==> src/rtl/muldiv_seq.sv <==
// muldiv_seq: multi-cycle HI/LO multiply/divide sequencer for the execute stage.
// It uses a 2-stage multiplier, an accumulate step and a 32-step restoring divider.
module muldiv_seq (
  input  logic        clk,
  input  logic        resetn,
  input  logic        start_i,
  input  logic [2:0]  op_i,
  input  logic        to_gpr_i,
  input  logic [31:0] a_i,
  input  logic [31:0] b_i,
  input  logic [63:0] hilo_i,
  input  logic        flush_i,
  output logic        stall_o,
  output logic        done_o,
  output logic        hilo_we_o,
  output logic [31:0] hi_o,
  output logic [31:0] lo_o
);

  typedef enum logic [2:0] {
    IDLE,
    MUL1,
    MUL2,
    ACC,
    DIV_PREP,
    DIV_ITER,
    DIV_FIX,
    DONE
  } state_t;

  state_t state;

  logic               isAccQ;
  logic               isSubQ;
  logic               toGprQ;
  logic [63:0]        hiloQ;
  logic signed [49:0] pp0Q;
  logic signed [49:0] pp1Q;
  logic [63:0]        prodQ;
  logic [31:0]        dvdQ;
  logic [31:0]        dvsQ;
  logic [31:0]        remQ;
  logic [4:0]         cnt;
  logic               qNegQ;
  logic               rNegQ;
  logic [31:0]        hiQ;
  logic [31:0]        loQ;
  logic               doneQ;
  logic               weQ;

  logic               isDiv;
  logic               sgnIn;
  logic               divZero;
  logic               negA;
  logic               negB;
  logic [31:0]        absA;
  logic [31:0]        absB;
  logic signed [32:0] aS;
  logic signed [16:0] bLoS;
  logic signed [16:0] bHiS;
  logic signed [49:0] pp0D;
  logic signed [49:0] pp1D;
  logic [63:0]        prodD;
  logic [63:0]        accD;
  logic [32:0]        shifted;
  logic [32:0]        diff;
  logic               geq;
  logic [31:0]        remD;

  // Operand decode and the first multiply stage, taken straight off the inputs
  always_comb begin
    isDiv   = op_i[1] & ~op_i[2] & ~to_gpr_i;
    sgnIn   = ~op_i[0] | to_gpr_i;
    divZero = (b_i == 32'd0);
    negA    = sgnIn & a_i[31];
    negB    = sgnIn & b_i[31];
    absA    = negA ? -a_i : a_i;
    absB    = negB ? -b_i : b_i;
    aS      = {sgnIn & a_i[31], a_i};
    bLoS    = {1'b0, b_i[15:0]};
    bHiS    = {sgnIn & b_i[31], b_i[31:16]};
    pp0D    = 50'(aS) * 50'(bLoS);
    pp1D    = 50'(aS) * 50'(bHiS);
  end

  always_comb begin
    prodD = 64'(pp0Q) + (64'(pp1Q) << 16);
    accD  = isSubQ ? hiloQ - prodQ
                   : hiloQ + prodQ;
  end

  // remQ < dvsQ holds, so a set top bit of shifted always means "fits"
  always_comb begin
    shifted = {remQ, dvdQ[31]};
    diff    = shifted - {1'b0, dvsQ};
    geq     = shifted[32] | ~diff[32];
    remD    = geq ? diff[31:0] : shifted[31:0];
  end

  // MUL1 and DIV_PREP work happens on the accept edge.
  // That way each result lands in DONE on its fixed cycle.
  always_ff @(posedge clk or negedge resetn) begin
    if (!resetn) begin
      state  <= IDLE;
      isAccQ <= 1'b0;
      isSubQ <= 1'b0;
      toGprQ <= 1'b0;
      hiloQ  <= '0;
      pp0Q   <= '0;
      pp1Q   <= '0;
      prodQ  <= '0;
      dvdQ   <= '0;
      dvsQ   <= '0;
      remQ   <= '0;
      cnt    <= '0;
      qNegQ  <= 1'b0;
      rNegQ  <= 1'b0;
      hiQ    <= '0;
      loQ    <= '0;
      doneQ  <= 1'b0;
      weQ    <= 1'b0;
    end else if (flush_i && state != IDLE) begin
      state <= IDLE;
      doneQ <= 1'b0;
      weQ   <= 1'b0;
    end else begin
      unique case (state)
        IDLE: begin
          if (start_i && !flush_i) begin
            isAccQ <= op_i[2] & ~to_gpr_i;
            isSubQ <= op_i[1];
            toGprQ <= to_gpr_i;
            hiloQ  <= hilo_i;
            if (!isDiv) begin
              pp0Q  <= pp0D;
              pp1Q  <= pp1D;
              state <= MUL2;
            end else if (divZero) begin
              doneQ <= 1'b1;
              weQ   <= 1'b0;
              state <= DONE;
            end else begin
              dvdQ  <= absA;
              dvsQ  <= absB;
              remQ  <= '0;
              cnt   <= 5'd31;
              qNegQ <= negA ^ negB;
              rNegQ <= negA;
              state <= DIV_ITER;
            end
          end
        end
        MUL2: begin
          if (isAccQ) begin
            prodQ <= prodD;
            state <= ACC;
          end else begin
            hiQ   <= prodD[63:32];
            loQ   <= prodD[31:0];
            doneQ <= 1'b1;
            weQ   <= ~toGprQ;
            state <= DONE;
          end
        end
        ACC: begin
          hiQ   <= accD[63:32];
          loQ   <= accD[31:0];
          doneQ <= 1'b1;
          weQ   <= ~toGprQ;
          state <= DONE;
        end
        DIV_ITER: begin
          remQ <= remD;
          dvdQ <= {dvdQ[30:0], geq};
          if (cnt == 5'd0) begin
            state <= DIV_FIX;
          end else begin
            cnt <= cnt - 5'd1;
          end
        end
        DIV_FIX: begin
          loQ   <= qNegQ ? -dvdQ : dvdQ;
          hiQ   <= rNegQ ? -remQ : remQ;
          doneQ <= 1'b1;
          weQ   <= ~toGprQ;
          state <= DONE;
        end
        DONE: begin
          doneQ <= 1'b0;
          weQ   <= 1'b0;
          state <= IDLE;
        end
        MUL1, DIV_PREP: begin
          state <= IDLE;
        end
      endcase
    end
  end

  always_comb begin
    stall_o = ((state == IDLE) & start_i & ~flush_i)
            | ((state != IDLE) & (state != DONE));
    done_o    = doneQ & ~flush_i;
    hilo_we_o = weQ & ~flush_i;
    hi_o      = hiQ;
    lo_o      = loQ;
  end

endmodule

==> config.mk <==
export PLATFORM = sky130hd
export DESIGN_NAME = muldiv_seq
export DESIGN_NICKNAME = d
export VERILOG_FILES = /design/src/rtl/muldiv_seq.sv
export SDC_FILE = /design/constraint.sdc
export NUM_CORES = 2
export LEC_CHECK = 0
export ABC_AREA = 1
export ABC_CLOCK_PERIOD_IN_PS = 4000
export CORE_MARGIN = 2
export CORE_UTILIZATION = 45
export CTS_BUF_LIST = sky130_fd_sc_hd__clkbuf_16
export DETAILED_ROUTE_END_ITERATION = 16
export GPL_TIMING_DRIVEN = 0
export PLACE_DENSITY = 0.6
export SYNTH_ARGS = -nofsm -noshare
export SYNTH_HDL_FRONTEND = slang
export SYNTH_SLANG_ARGS = --single-unit
export TNS_END_PERCENT = 5
==> constraint.sdc <==
create_clock -name clk -period 4 [get_ports clk]
set_clock_uncertainty 0.1 [all_clocks]
set_input_delay 0.8 -clock clk [delete_from_list [all_inputs] [get_ports clk]]
set_output_delay 0.8 -clock clk [all_outputs]
set_load 0.005 [all_outputs]
### Word-level counts from Yosys, hierarchy flattened

Cells that the tools add are included.

* bits in latches: 0
* register bits after elaboration: 401
* memories: 0
* bits of input ports: 136
* RAM bits: 0
* output and inout port bits: 67
* word-level logic and storage cells: 133
* bits in read-only memories: 0

* $lt $le $gt $ge: 0
* bitwise gates (word level): 23
* reductions and logical operators: 21
* mux-type cells: 42
* $mul: 2
* shift-type cells: 0
* add/sub/neg operators: 9
* equal/unequal tests: 18
* divide/modulo/power cells: 0

Operators by type and width (number)
* $mux W32: 13
* $pmux W32 S3: 2
* $neg A32 Y32: 4
* $pmux W32 S2: 2
* $add A50 B64 Y64: 1
* $add A64 B64 Y64: 1
* $mux W64: 1
* $sub A64 B64 Y64: 1
* $mul A33 B17 Y50: 1
* $mul A33 B17 Y48: 1
* $sub A33 B32 Y33: 1
* $logic_not A32 Y1: 1
* $mux W5: 4
* $ne A3 B3 Y1 const B: 6
* $mux W3: 5
* $pmux W3 S5: 1
* $reduce_and A5 Y1: 3
* $eq A3 B3 Y1 const B: 4
* $and A1 B1 Y1: 10
* $mux W1: 10
* $ne A2 B2 Y1 const B: 5
* $pmux W5 S2: 1
* $not A1 Y1: 9
* $reduce_and A3 Y1: 3
* 19 further kinds: 25

### Longest topological paths before layout

* depth in word-level cells: 8
* mapped depth: 31
* mapped depth without buffers: 29

### Worst setup path after synthesis

Ideal clock, no wire load.

* kind: in2reg
* from: in a_i[31]
* to: reg pp0Q[44]
* library setup time: 0.117 ns
* path buffers: 3
* arrival time: 6.601 ns
* path slack: -2.818 ns
* required time: 3.783 ns
* stages on the path: 27
* path through: clkbuf_1 -> nand2_1 -> clkinv_1 -> buf_2 -> buf_1 -> nand2_1 -> fa_1 -> inv_1 -> fa_1 -> inv_1 -> fa_1 -> fa_1 -> inv_1 -> fa_1 -> inv_1 -> fa_1 -> inv_1 -> ha_1 -> nand2_1 -> nor2_1 -> inv_1 -> nor4_1 -> nand3_1 -> nand3_1 -> nand2_1 -> nand3_1 -> nand2_1

* cells in the longest elaborated chain, start to end: 2

RTL lines
* start, declared: RTL line 9 `input logic [31:0] a_i,`
* $and A1 B1 Y1: RTL line 79 `aS = {sgnIn & a_i[31], a_i};`
* $mul A33 B17 Y50 (*): RTL line 82 `pp0D = 50'(aS) * 50'(bLoS);`
* end signal, assigned: RTL line 135 `pp0Q <= pp0D;`
* end, declared: RTL line 37 `logic signed [49:0] pp0Q;`

Mark *: on every way between the ends. The rest lies on a longest branch, timed or not.
A chain may end at the register's enable or synchronous reset.

### Worst setup path in the final report

* from: in b_i[31]
* to: reg pp1Q[44]

* cells in the longest elaborated chain, start to end: 2

RTL lines
* start, declared: RTL line 10 `input logic [31:0] b_i,`
* $and A1 B1 Y1: RTL line 81 `bHiS = {sgnIn & b_i[31], b_i[31:16]};`
* $mul A33 B17 Y48 (*): RTL line 83 `pp1D = 50'(aS) * 50'(bHiS);`
* end signal, assigned: RTL line 136 `pp1Q <= pp1D;`
* end, declared: RTL line 38 `logic signed [49:0] pp1Q;`

Marked as above.

==> flow_metrics.py <==
metrics = {
    "synthesis": {
        "synth_flop_cell": "dfrtp_1",
        "syn_nets": 12400,
        "ys_types": 56,
        "yosysMostFrequentCell": "nand2_1",
        "ys_ff_latch": 401,
        "yosys.area.top_type_share": 0.280,
        "synth_area_leaders": "fa_1 28%, nand2_1 16%, dfrtp_1 14%, inv_1 13%, ha_1 6.5%",
        "yosysWarnings": 0,
        "yosysSeqAreaShare": 0.136,
        "synth_edf_count": 0,
        "netlist_area_um2": 73500,
        "netlist_instances": 10800,
        "synthArstFlopShare": 1.00,
        "synthTopCellsByCount": "3,198 x nand2_1, 2,559 x inv_1, 1,028 x fa_1",
        "synth_largest_area_cell": "fa_1",
        "avgSynthCellArea_um2": 6.79,
    },
    "finish": {
        "nets": 12700,
        "synthToLayoutAreaGrowth_pct": 15.7,
        "finalNonFillerCells": 13300,
        "layout-drive-gt1-share": 0.0937,
    },
    "worst_setup_path": {
        "worst-path-stages": 27,
        "cp_top_family": "adder cells",
        "ff2ff_setup_slack_ns": -0.90,
        "worst_path_max_delay_cell": "fa_2",
        "crit_start": "b_i[31]",
        "crit_end": "pp1Q[44]",
        "path_class": "in -> reg",
        "timing.rr.end": "hi_o[23]",
        "path_max_fanout": 7,
        "crit_arrival_ns": 6.65,
        "endpoint_kind": "flop",
        "cp.required_ns": 4.41,
        "reg2regPathDepth": 23,
        "start_kind": "input pin",
        "worst_path_largest_cell_delay_ns": 0.57,
        "crit_buf_inv": 10,
        "r2r-start": "prodQ[14]",
    },
    "routing": {
        "drtIter0Drc": 8636,
        "vias_per_cell": 5.53,
        "vias": 73800,
        "postRouteAntennaNets": 0,
        "drt_pass1_iterations": 7,
        "wl_per_cell_um": 26.2,
        "drc": 0,
        "wl_mm": 349,
    },
    "clock_network": {
        "clock_latency_ns": 0.65,
        "cts_max_level": 2,
        "cts.sink_count": 401,
        "cts_tree": "yes",
        "clockBufferDepth": 3,
        "cts_inserted_buffers": 47,
        "clkTransAtPathRegs_ns": 0.06,
        "cts_root_buffer": "clkbuf_16",
    },
    "timing": {
        "slew_violations": 0,
        "period_needed_ns": 6.24,
        "setup_viol": 127,
        "tightest_slew_ns": 1.39,
        "finalWorstSetupSlack_ns": -2.24,
        "slew_headroom": 0.0707,
        "rsz0062_at_grt": "true",
        "hold_violations": 0,
        "fmax_ghz": 0.160,
        "fin_crit_sh": 1.56,
    },
    "min_path": {
        "min_path_type": "in -> reg",
    },
    "place": {
        "gp_congestion": 1.03,
        "dp.cells": 13200,
        "portBuffers": 138,
        "hpwl_mm": 296,
    },
    "die": {
        "die-area_um2": 167000,
        "start_util": 0.452,
        "pin_count": 203,
        "rows": 148,
        "die_x_um": 408,
        "core_area_um2": 163000,
        "die_y_um": 408,
    },
    "global_route": {
        "grt.overflow.total": 0,
        "grt_max_degree": 118,
        "grt_pass1_vias": 72900,
        "grt_pass1_wl_mm": 501,
        "grt_use_total": 0.416,
        "antenna_found_initial": 31,
    },
    "run": {
        "cap_viol_max_count": 0,
    },
    "status": {
        "violations": "setup timing",
        "status": "finished with violations",
    },
}
## what timing repair did
item                       CTS  global route
setup endpoints to repair  229           215
pin swaps                   79            92
cloned                       3             1
hold buffers                 1             0
hold endpoints to repair     1             0
resized for setup          810           396
setup buffers               63            25
## state kept, by name, indices dropped and copies added, names as in the netlist
register  count
hiloQ        64
prodQ        64
pp0Q         50
pp1Q         48
dvdQ         32
dvsQ         32
hi_o         32
lo_o         32
remQ         32
cnt           5
state         3
doneQ         1
isAccQ        1
isSubQ        1
qNegQ         1
rNegQ         1
toGprQ        1
weQ           1
## cell type report
| cell class | instances | area (µm²) |
|---|---|---|
| Multi-Input combinational cell | 7461 | 54900 |
| Timing Repair Buffer | 236 | 2380 |
| Antenna cell | 7 | 17.5 |
| Inverter | 2578 | 9750 |
| Sequential cell | 401 | 10000 |
| Clock inverter | 38 | 308 |
| Buffer | 394 | 3760 |
| Clock buffer | 48 | 1200 |
| Fill cell | 16600 | 77500 |
| Tap cell | 2175 | 2720 |
## worst min path at each step
stage                            to  depth (start not counted)  startpoint  slack, ns
after floorplan             pp1Q[2]                          2     pp1Q[2]       0.35
final                        toGprQ                          3    to_gpr_i       0.34
after CTS                    toGprQ                          3    to_gpr_i       0.35
after global routing         toGprQ                          3    to_gpr_i       0.35
after detailed placement   remQ[31]                          2    remQ[31]       0.37
after global placement    hiloQ[62]                          2   hiloQ[62]       0.37
## stage by stage
step / util / hold WS [ns] / area, µm² / worst slack, ns / setup TNS, ns
2_1_floorplan: - / 0.346 / 74300 / -2.02 / -148.01
3_3_place_gp: 0.482 / 0.369 / 78400 / -16.10 / -6841.02
3_5_place_dp: 0.483 / 0.369 / 78500 / -4.85 / -450.30
4_1_cts: 0.515 / 0.352 / 83700 / -2.31 / -194.34
5_1_grt: 0.523 / 0.348 / 85100 / -2.37 / -197.23
6_report: 0.523 / 0.341 / 85100 / -2.24 / -176.01
## cell families (layout without fill, tap and decap cells)
kind of cell | after synthesis | in the layout | synth area share
other | 0 | 7 | 0
xor gates and xnor gates | 198 | 198 | 0.0236
adders and majority gates | 1410 | 1410 | 0.345
buffers and inverters | 2974 | 3294 | 0.153
DFF | 401 | 401 | 0.136
and+or+nand+nor | 4833 | 4833 | 0.266
AOI/OAI and AO/OA | 1020 | 1020 | 0.0755
## layout by cell type (no fill, tap or decap), drive strengths merged, types with 11 or more instances in the layout
master            n
clkdlybuf4s50   135
nand4           100
nand2          3200
o21ai           443
a31oi            73
buf             274
xor2            128
and3             14
nand3           498
clkbuf          268
o21bai           44
dfrtp           401
fa             1028
inv            2585
nor4             22
a21boi           11
a21o             11
nor3             69
o211ai           37
clkinv           21
xnor2            70
or2              45
ha              382
nand3b           35
a21oi           378
nor2            844
## per-layer routing
| layer | vias up | share of wire | global-route usage |
|---|---|---|---|
| met4 | 10 | 0.052 | 0.175 |
| met5 | - | 0.00022 | 0 |
| met1 | 36500 | 0.42 | 0.579 |
| li1 | 32800 | - | - |
| met2 | 3802 | 0.42 | 0.614 |
| met3 | 682 | 0.11 | 0.107 |
## worst min-delay path: cells and delay by family
kind	cells	cell delay (ns)
AO/OA/AOI/OAI	1	0.10
AND/OR/NAND/NOR	1	0.05
buffers and inverters	1	0.09
Power is not shown: default switching activity piles up to over one toggle a cycle in this logic, so the estimate is an artifact.
